## src/rtl/adc_pkg.sv

```systemverilog
// Shared types and constants for the ADC scan/average block.
// The clamp helper turns a signed ADC result into a non-negative magnitude.
package adc_pkg;

    typedef enum logic [2:0] {
        TRIGGER    = 3'd0,
        WAIT_START = 3'd1,
        WAIT_DONE  = 3'd2,
        ACCUM      = 3'd3,
        PUBLISH    = 3'd4,
        ABORT      = 3'd5
    } state_e;

    localparam logic [1:0] CH0 = 2'b00;
    localparam logic [1:0] CH1 = 2'b01;
    localparam int VOLT_W = 15;

    // Negative readings carry no useful voltage for the loop, so they count as zero.
    function automatic logic [VOLT_W-1:0] clamp_sample(input logic [15:0] raw);
        logic [VOLT_W-1:0] res;
        if (raw[15]) begin
            res = {VOLT_W{1'b0}};
        end else begin
            res = raw[VOLT_W-1:0];
        end
        return res;
    endfunction

endpackage

```

## src/rtl/adc_scan_averager.sv

```systemverilog
// Alternates conversions between ADC channels 0 and 1, averages 2^AVG_LOG2
// clamped samples per channel and publishes both averages with a one-cycle strobe.
module adc_scan_averager
    import adc_pkg::*;
#(
    parameter int AVG_LOG2    = 2,
    parameter int TIMEOUT_CYC = 2000000
) (
    input  logic              clk,
    input  logic              arst,
    input  logic [15:0]       adc_data,
    input  logic              adc_ready,
    output logic              adc_enable,
    output logic [1:0]        adc_channel,
    output logic [VOLT_W-1:0] volt_ch1,
    output logic [VOLT_W-1:0] volt_ch2,
    output logic              avg_valid,
    output logic              timeout_err
);

    localparam int ACC_W = VOLT_W + AVG_LOG2;
    localparam int CNT_W = (AVG_LOG2 > 0) ? AVG_LOG2 : 1;
    localparam int TMR_W = $clog2(TIMEOUT_CYC + 1);
    localparam logic [CNT_W-1:0] CNT_LAST = CNT_W'((32'd1 << AVG_LOG2) - 32'd1);
    localparam logic [CNT_W-1:0] CNT_ONE  = CNT_W'(32'd1);
    localparam logic [TMR_W-1:0] TMR_LAST = TMR_W'(TIMEOUT_CYC - 1);
    localparam logic [TMR_W-1:0] TMR_ONE  = TMR_W'(32'd1);

    state_e             state_q,       state_d;
    logic               adc_enable_q,  adc_enable_d;
    logic [1:0]         adc_channel_q, adc_channel_d;
    logic [VOLT_W-1:0]  volt_ch1_q,    volt_ch1_d;
    logic [VOLT_W-1:0]  volt_ch2_q,    volt_ch2_d;
    logic               avg_valid_q,   avg_valid_d;
    logic               timeout_err_q, timeout_err_d;
    logic [ACC_W-1:0]   acc0_q,        acc0_d;
    logic [ACC_W-1:0]   acc1_q,        acc1_d;
    logic [CNT_W-1:0]   cnt_q,         cnt_d;
    logic [TMR_W-1:0]   timer_q,       timer_d;
    logic [VOLT_W-1:0]  sample_q,      sample_d;

    // State and datapath registers; reset discards any result in flight.
    always_ff @(posedge clk or posedge arst) begin
        if (arst) begin
            state_q       <= TRIGGER;
            adc_enable_q  <= 1'b0;
            adc_channel_q <= CH0;
            volt_ch1_q    <= {VOLT_W{1'b0}};
            volt_ch2_q    <= {VOLT_W{1'b0}};
            avg_valid_q   <= 1'b0;
            timeout_err_q <= 1'b0;
            acc0_q        <= {ACC_W{1'b0}};
            acc1_q        <= {ACC_W{1'b0}};
            cnt_q         <= {CNT_W{1'b0}};
            timer_q       <= {TMR_W{1'b0}};
            sample_q      <= {VOLT_W{1'b0}};
        end else begin
            state_q       <= state_d;
            adc_enable_q  <= adc_enable_d;
            adc_channel_q <= adc_channel_d;
            volt_ch1_q    <= volt_ch1_d;
            volt_ch2_q    <= volt_ch2_d;
            avg_valid_q   <= avg_valid_d;
            timeout_err_q <= timeout_err_d;
            acc0_q        <= acc0_d;
            acc1_q        <= acc1_d;
            cnt_q         <= cnt_d;
            timer_q       <= timer_d;
            sample_q      <= sample_d;
        end
    end

    // Conversion sequencing, accumulation, publishing and timeout recovery.
    always_comb begin
        state_d       = state_q;
        adc_enable_d  = adc_enable_q;
        adc_channel_d = adc_channel_q;
        volt_ch1_d    = volt_ch1_q;
        volt_ch2_d    = volt_ch2_q;
        avg_valid_d   = 1'b0;
        timeout_err_d = timeout_err_q;
        acc0_d        = acc0_q;
        acc1_d        = acc1_q;
        cnt_d         = cnt_q;
        timer_d       = timer_q;
        sample_d      = sample_q;

        case (state_q)
            TRIGGER: begin
                adc_enable_d = 1'b1;
                timer_d      = {TMR_W{1'b0}};
                state_d      = WAIT_START;
            end
            WAIT_START: begin
                if (!adc_ready) begin
                    timer_d = {TMR_W{1'b0}};
                    state_d = WAIT_DONE;
                end else if (timer_q == TMR_LAST) begin
                    state_d = ABORT;
                end else begin
                    timer_d = timer_q + TMR_ONE;
                end
            end
            WAIT_DONE: begin
                if (adc_ready) begin
                    sample_d = clamp_sample(adc_data);
                    state_d  = ACCUM;
                end else if (timer_q == TMR_LAST) begin
                    state_d = ABORT;
                end else begin
                    timer_d = timer_q + TMR_ONE;
                end
            end
            ACCUM: begin
                adc_enable_d = 1'b0;
                if (adc_channel_q == CH0) begin
                    acc0_d        = acc0_q + ACC_W'(sample_q);
                    adc_channel_d = CH1;
                    state_d       = TRIGGER;
                end else begin
                    // A block ends only after a channel-1 sample, so both channels have equal counts.
                    acc1_d        = acc1_q + ACC_W'(sample_q);
                    adc_channel_d = CH0;
                    if (cnt_q == CNT_LAST) begin
                        cnt_d   = {CNT_W{1'b0}};
                        state_d = PUBLISH;
                    end else begin
                        cnt_d   = cnt_q + CNT_ONE;
                        state_d = TRIGGER;
                    end
                end
            end
            PUBLISH: begin
                volt_ch1_d  = VOLT_W'(acc0_q >> AVG_LOG2);
                volt_ch2_d  = VOLT_W'(acc1_q >> AVG_LOG2);
                avg_valid_d = 1'b1;
                acc0_d      = {ACC_W{1'b0}};
                acc1_d      = {ACC_W{1'b0}};
                state_d     = TRIGGER;
            end
            ABORT: begin
                adc_enable_d  = 1'b0;
                timeout_err_d = 1'b1;
                acc0_d        = {ACC_W{1'b0}};
                acc1_d        = {ACC_W{1'b0}};
                cnt_d         = {CNT_W{1'b0}};
                adc_channel_d = CH0;
                state_d       = TRIGGER;
            end
            default: begin
                state_d = TRIGGER;
            end
        endcase
    end

    assign adc_enable  = adc_enable_q;
    assign adc_channel = adc_channel_q;
    assign volt_ch1    = volt_ch1_q;
    assign volt_ch2    = volt_ch2_q;
    assign avg_valid   = avg_valid_q;
    assign timeout_err = timeout_err_q;

endmodule
```

## config.mk

```make
export PLATFORM = sky130hd
export DESIGN_NAME = adc_scan_averager
export DESIGN_NICKNAME = d
export VERILOG_FILES = /design/src/rtl/adc_pkg.sv /design/src/rtl/adc_scan_averager.sv
export SDC_FILE = /design/constraint.sdc
export NUM_CORES = 1
export LEC_CHECK = 0
export CAP_MARGIN = 10
export CORE_ASPECT_RATIO = 1.25
export CORE_MARGIN = 5
export CORE_UTILIZATION = 55
export DETAILED_ROUTE_END_ITERATION = 16
export DONT_BUFFER_PORTS = 1
export PLACE_DENSITY = 0.81
export RECOVER_POWER = 25
export SKIP_LAST_GASP = 1
export SLEW_MARGIN = 20
export SYNTH_ARGS = -nofsm -noshare
export SYNTH_HDL_FRONTEND = slang
export SYNTH_SLANG_ARGS = --single-unit
```

## constraint.sdc

```tcl
create_clock -name clk -period 4.55 [get_ports clk]
set_input_delay 0.455 -clock clk [delete_from_list [all_inputs] [get_ports clk]]
set_output_delay 0.455 -clock clk [all_outputs]
set_load 0.02 [all_outputs]
```

==> flow_metrics.tcl <==
set metrics [dict create \
    synthTopCellsByArea "dfrtp_1, ha_1, mux2_2" \
    cts_buffer_depth 2 \
    fp.coreArea_um2 10560 \
    synth-seq-cells 109 \
    drive_gt1_share_pct 10.75 \
    slew_headroom_pct -100.3 \
    fin_skew_ns 0.006887 \
    dp_hpwl_um 8866 \
    whs_endpoint "sample_q[4]$_DFFE_PP0P_" \
    violations "max-capacitance violations, max-slew violations" \
    routed_wl_um 12280 \
    r2r-end "acc0_q[14]$_DFFE_PP0P_" \
    synth_nets 643 \
    synth_seq_area_share_pct 46.31 \
    power_density_nw_per_um2 596.0 \
    synthDominantCellAreaShare_pct 46.31 \
    holdCritStartpoint "adc_data[4]" \
    critPathMaxFanout 3 \
    cts_resized 0 \
    syn_area_per_cell_um2 9.982 \
    rows 42 \
    r2r-start "sample_q[0]$_DFFE_PP0P_" \
    hold_path.class "input pin to flop" \
    fp.dieW_um 102.6 \
    synthArstFlopShare_pct 100.0 \
    avgRoutedWirePerCell_um 17.10 \
    cp-end-kind "flop" \
    p_leak_nw 2.919 \
    initial_core_util_pct 55.76 \
    power_frac_seq_pct 40.6 \
    syn_to_final_growth_pct 6.735 \
    status "finished with violations" \
    cts_hold_buffers 0 \
    cts_buffers 9 \
    clk_pin_slew_ns 0.07 \
    drc 0 \
    min_period_ns 2.594 \
    switching_power_mw 1.482 \
    max_freq_ghz 0.3855 \
    fp.dieH_um 125.7 \
    netlist_instances 590 \
    num_vias 4300 \
    power.total_mw 3.747 \
    cts_setup_buffers 0 \
    grtUsageTotal_pct 20.05 \
    grt.overflow.total 0 \
    critPathLaunchType "flop" \
    grt_pass1_vias 4326 \
    ant_nets 0 \
    yosysUniqueCellTypes 57 \
    n_antenna_cell 0 \
    grt_first_pass_wirelength_um 20710 \
    vias_per_cell 5.989 \
    critPathRequiredTime_ns 4.84 \
    synth_ff_type "dfrtp_1" \
    finalSetupTns_ns 0 \
    internal_power_mw 2.265 \
    clk_latency_ns 0.35 \
    io-pin-count 54 \
    dr.pass1.iters 4 \
    grt_max_degree 71 \
    slew_viol_final 71 \
    hold_viol 0 \
    critPathKind "flop to flop" \
    peakVddDrop_v 0.0002270 \
    synth-edff-count 0 \
    die_area_um2 12890 \
    syn_area_um2 5889 \
    crit_arrival_ns 2.88 \
    drt-initial-drc-count 205 \
    power_frac_comb_pct 38.6 \
    worst_slew_pin_slew_ns 2.988 \
    finalCritPeriodShare_pct 57.01 \
    io_buffer_count 0 \
    pwr-share-clk_pct 20.9 \
    htreeDepth 3 \
    maxCapViolCount 1 \
    gp_congestion 0.9046 \
    finalSetupViolations 0 \
    ff2ff_setup_slack_ns 1.96 \
    reg2reg_depth 10 \
    synth_common_cells "dfrtp_1, o21ai_0, nand2_1, nand3_1" \
    hold_depth 2 \
    synth_most_common_cell "dfrtp_1" \
    fillers 858 \
    yosysTopAreaCell "dfrtp_1" \
    clock-root-buffer "clkbuf_16" \
    switching_share_pct 39.55 \
    ys_warn_count 0 \
    clock-sinks 109 \
    nets 634 \
    antenna_found_initial 0 \
    rsz0062_at_grt "false" \
    tritoncts "built" \
]
==> registers in the layout (all words and copies together), names as in the netlist, 2 cells and up <==
name and cells:
timer_q 21, acc0_q 17, acc1_q 17, sample_q 15, volt_ch1 15, volt_ch2 15
state_q 3, cnt_q 2
==> logic make-up after synthesis <==
kind of cell / count (synthesis) / share of synthesized area (%)
AO/OA/AOI/OAI: 135 / 13.83
XOR/XNOR: 37 / 5.502
adder cells (fa/ha/maj): 34 / 7.478
buffers and inverters: 39 / 2.677
flip-flops: 109 / 46.31
multiplexers: 35 / 6.586
other: 1 / 0.06367
AND/OR/NAND/NOR: 200 / 17.55
==> critical path, stage by stage, from the launching register on <==
cell and delay [ns]:
dfrtp_1 0.40, ha_1 0.20, inv_1 0.08, fa_1 0.21
nor2b_1 0.07, o211ai_1 0.21, a31oi_1 0.14, a2111oi_2 0.42
o221ai_1 0.25, or4_1 0.45, nand3_1 0.09
==> power by group through the flow <==
| stage | Clock [mW] | Sequential [mW] | Combinational [mW] |
|---|---|---|---|
| 6_report | 0.782 | 1.52 | 1.45 |
| 4_1_cts | 0.797 | 1.52 | 1.45 |
| 3_3_place_gp | 0 | 1.53 | 1.36 |
| 2_1_floorplan | 0 | 1.43 | 1.20 |
| 5_1_grt | 0.839 | 1.56 | 1.65 |
| 3_5_place_dp | 0 | 1.54 | 1.43 |
==> stage by stage <==
step | utilization (%) | cell area [µm²] | std cells | hold WS, ns | worst slack [ns]
6_report | 59.51 | 6286 | 718 | 0.2520 | 1.956
4_1_cts | 59.52 | 6287 | 718 | 0.1957 | 1.958
3_5_place_dp | 56.74 | 5993 | 702 | 0.4614 | 1.989
3_3_place_gp | 56.74 | 5993 | 702 | 0.4769 | 2.093
2_1_floorplan | - | 5889 | 590 | 0.4394 | 1.221
5_1_grt | 59.51 | 6286 | 718 | 0.2608 | 1.613
==> layer usage <==
layer	global-route usage (%)	up-vias	part of all wire, %
li1	-	2078	-
met1	24.42	2085	40
met2	32.47	97	50
met3	5.310	40	5.3
met4	9.961	0	4.2
met5	0	-	0
==> cells in the final DEF, fill, tap and decap left out, drive strengths merged, types with 5 or more instances in the layout <==
cell / n
dfrtp: 109
nor2: 32
inv: 14
mux2i: 5
xor2: 24
o21ai: 60
clkbuf: 12
a21o: 9
ha: 32
nand2: 52
mux2: 30
nand4: 11
nor2b: 7
a21oi: 31
nor3: 7
nand3: 42
nand2b: 22
and3: 6
xnor2: 13
==> how the worst max path moves through the flow <==
stage                                  from  slack, ns                  endpoint
floorplan                              arst       1.22     acc0_q[0]$_DFFE_PP0P_
global placement    sample_q[0]$_DFFE_PP0P_       2.09    acc0_q[14]$_DFFE_PP0P_
detailed placement  sample_q[0]$_DFFE_PP0P_       1.99    acc0_q[14]$_DFFE_PP0P_
CTS                 sample_q[0]$_DFFE_PP0P_       1.96    acc0_q[14]$_DFFE_PP0P_
global route                           arst       1.61  volt_ch1[10]$_DFFE_PP0P_
finish              sample_q[0]$_DFFE_PP0P_       1.96    acc0_q[14]$_DFFE_PP0P_
==> area by class of cell <==
type | count | area (µm²) | share of cell area, %
Clock inverter | 4 | 47.55 | 0.7564
Tap cell | 132 | 165.2 | 2.627
Sequential cell | 109 | 2728 | 43.39
Inverter | 15 | 57.56 | 0.9156
Clock buffer | 12 | 246.5 | 3.921
Timing Repair Buffer | 4 | 30.03 | 0.4777
Multi-Input combinational cell | 442 | 3012 | 47.91
Power figures use the tool's default switching activity.
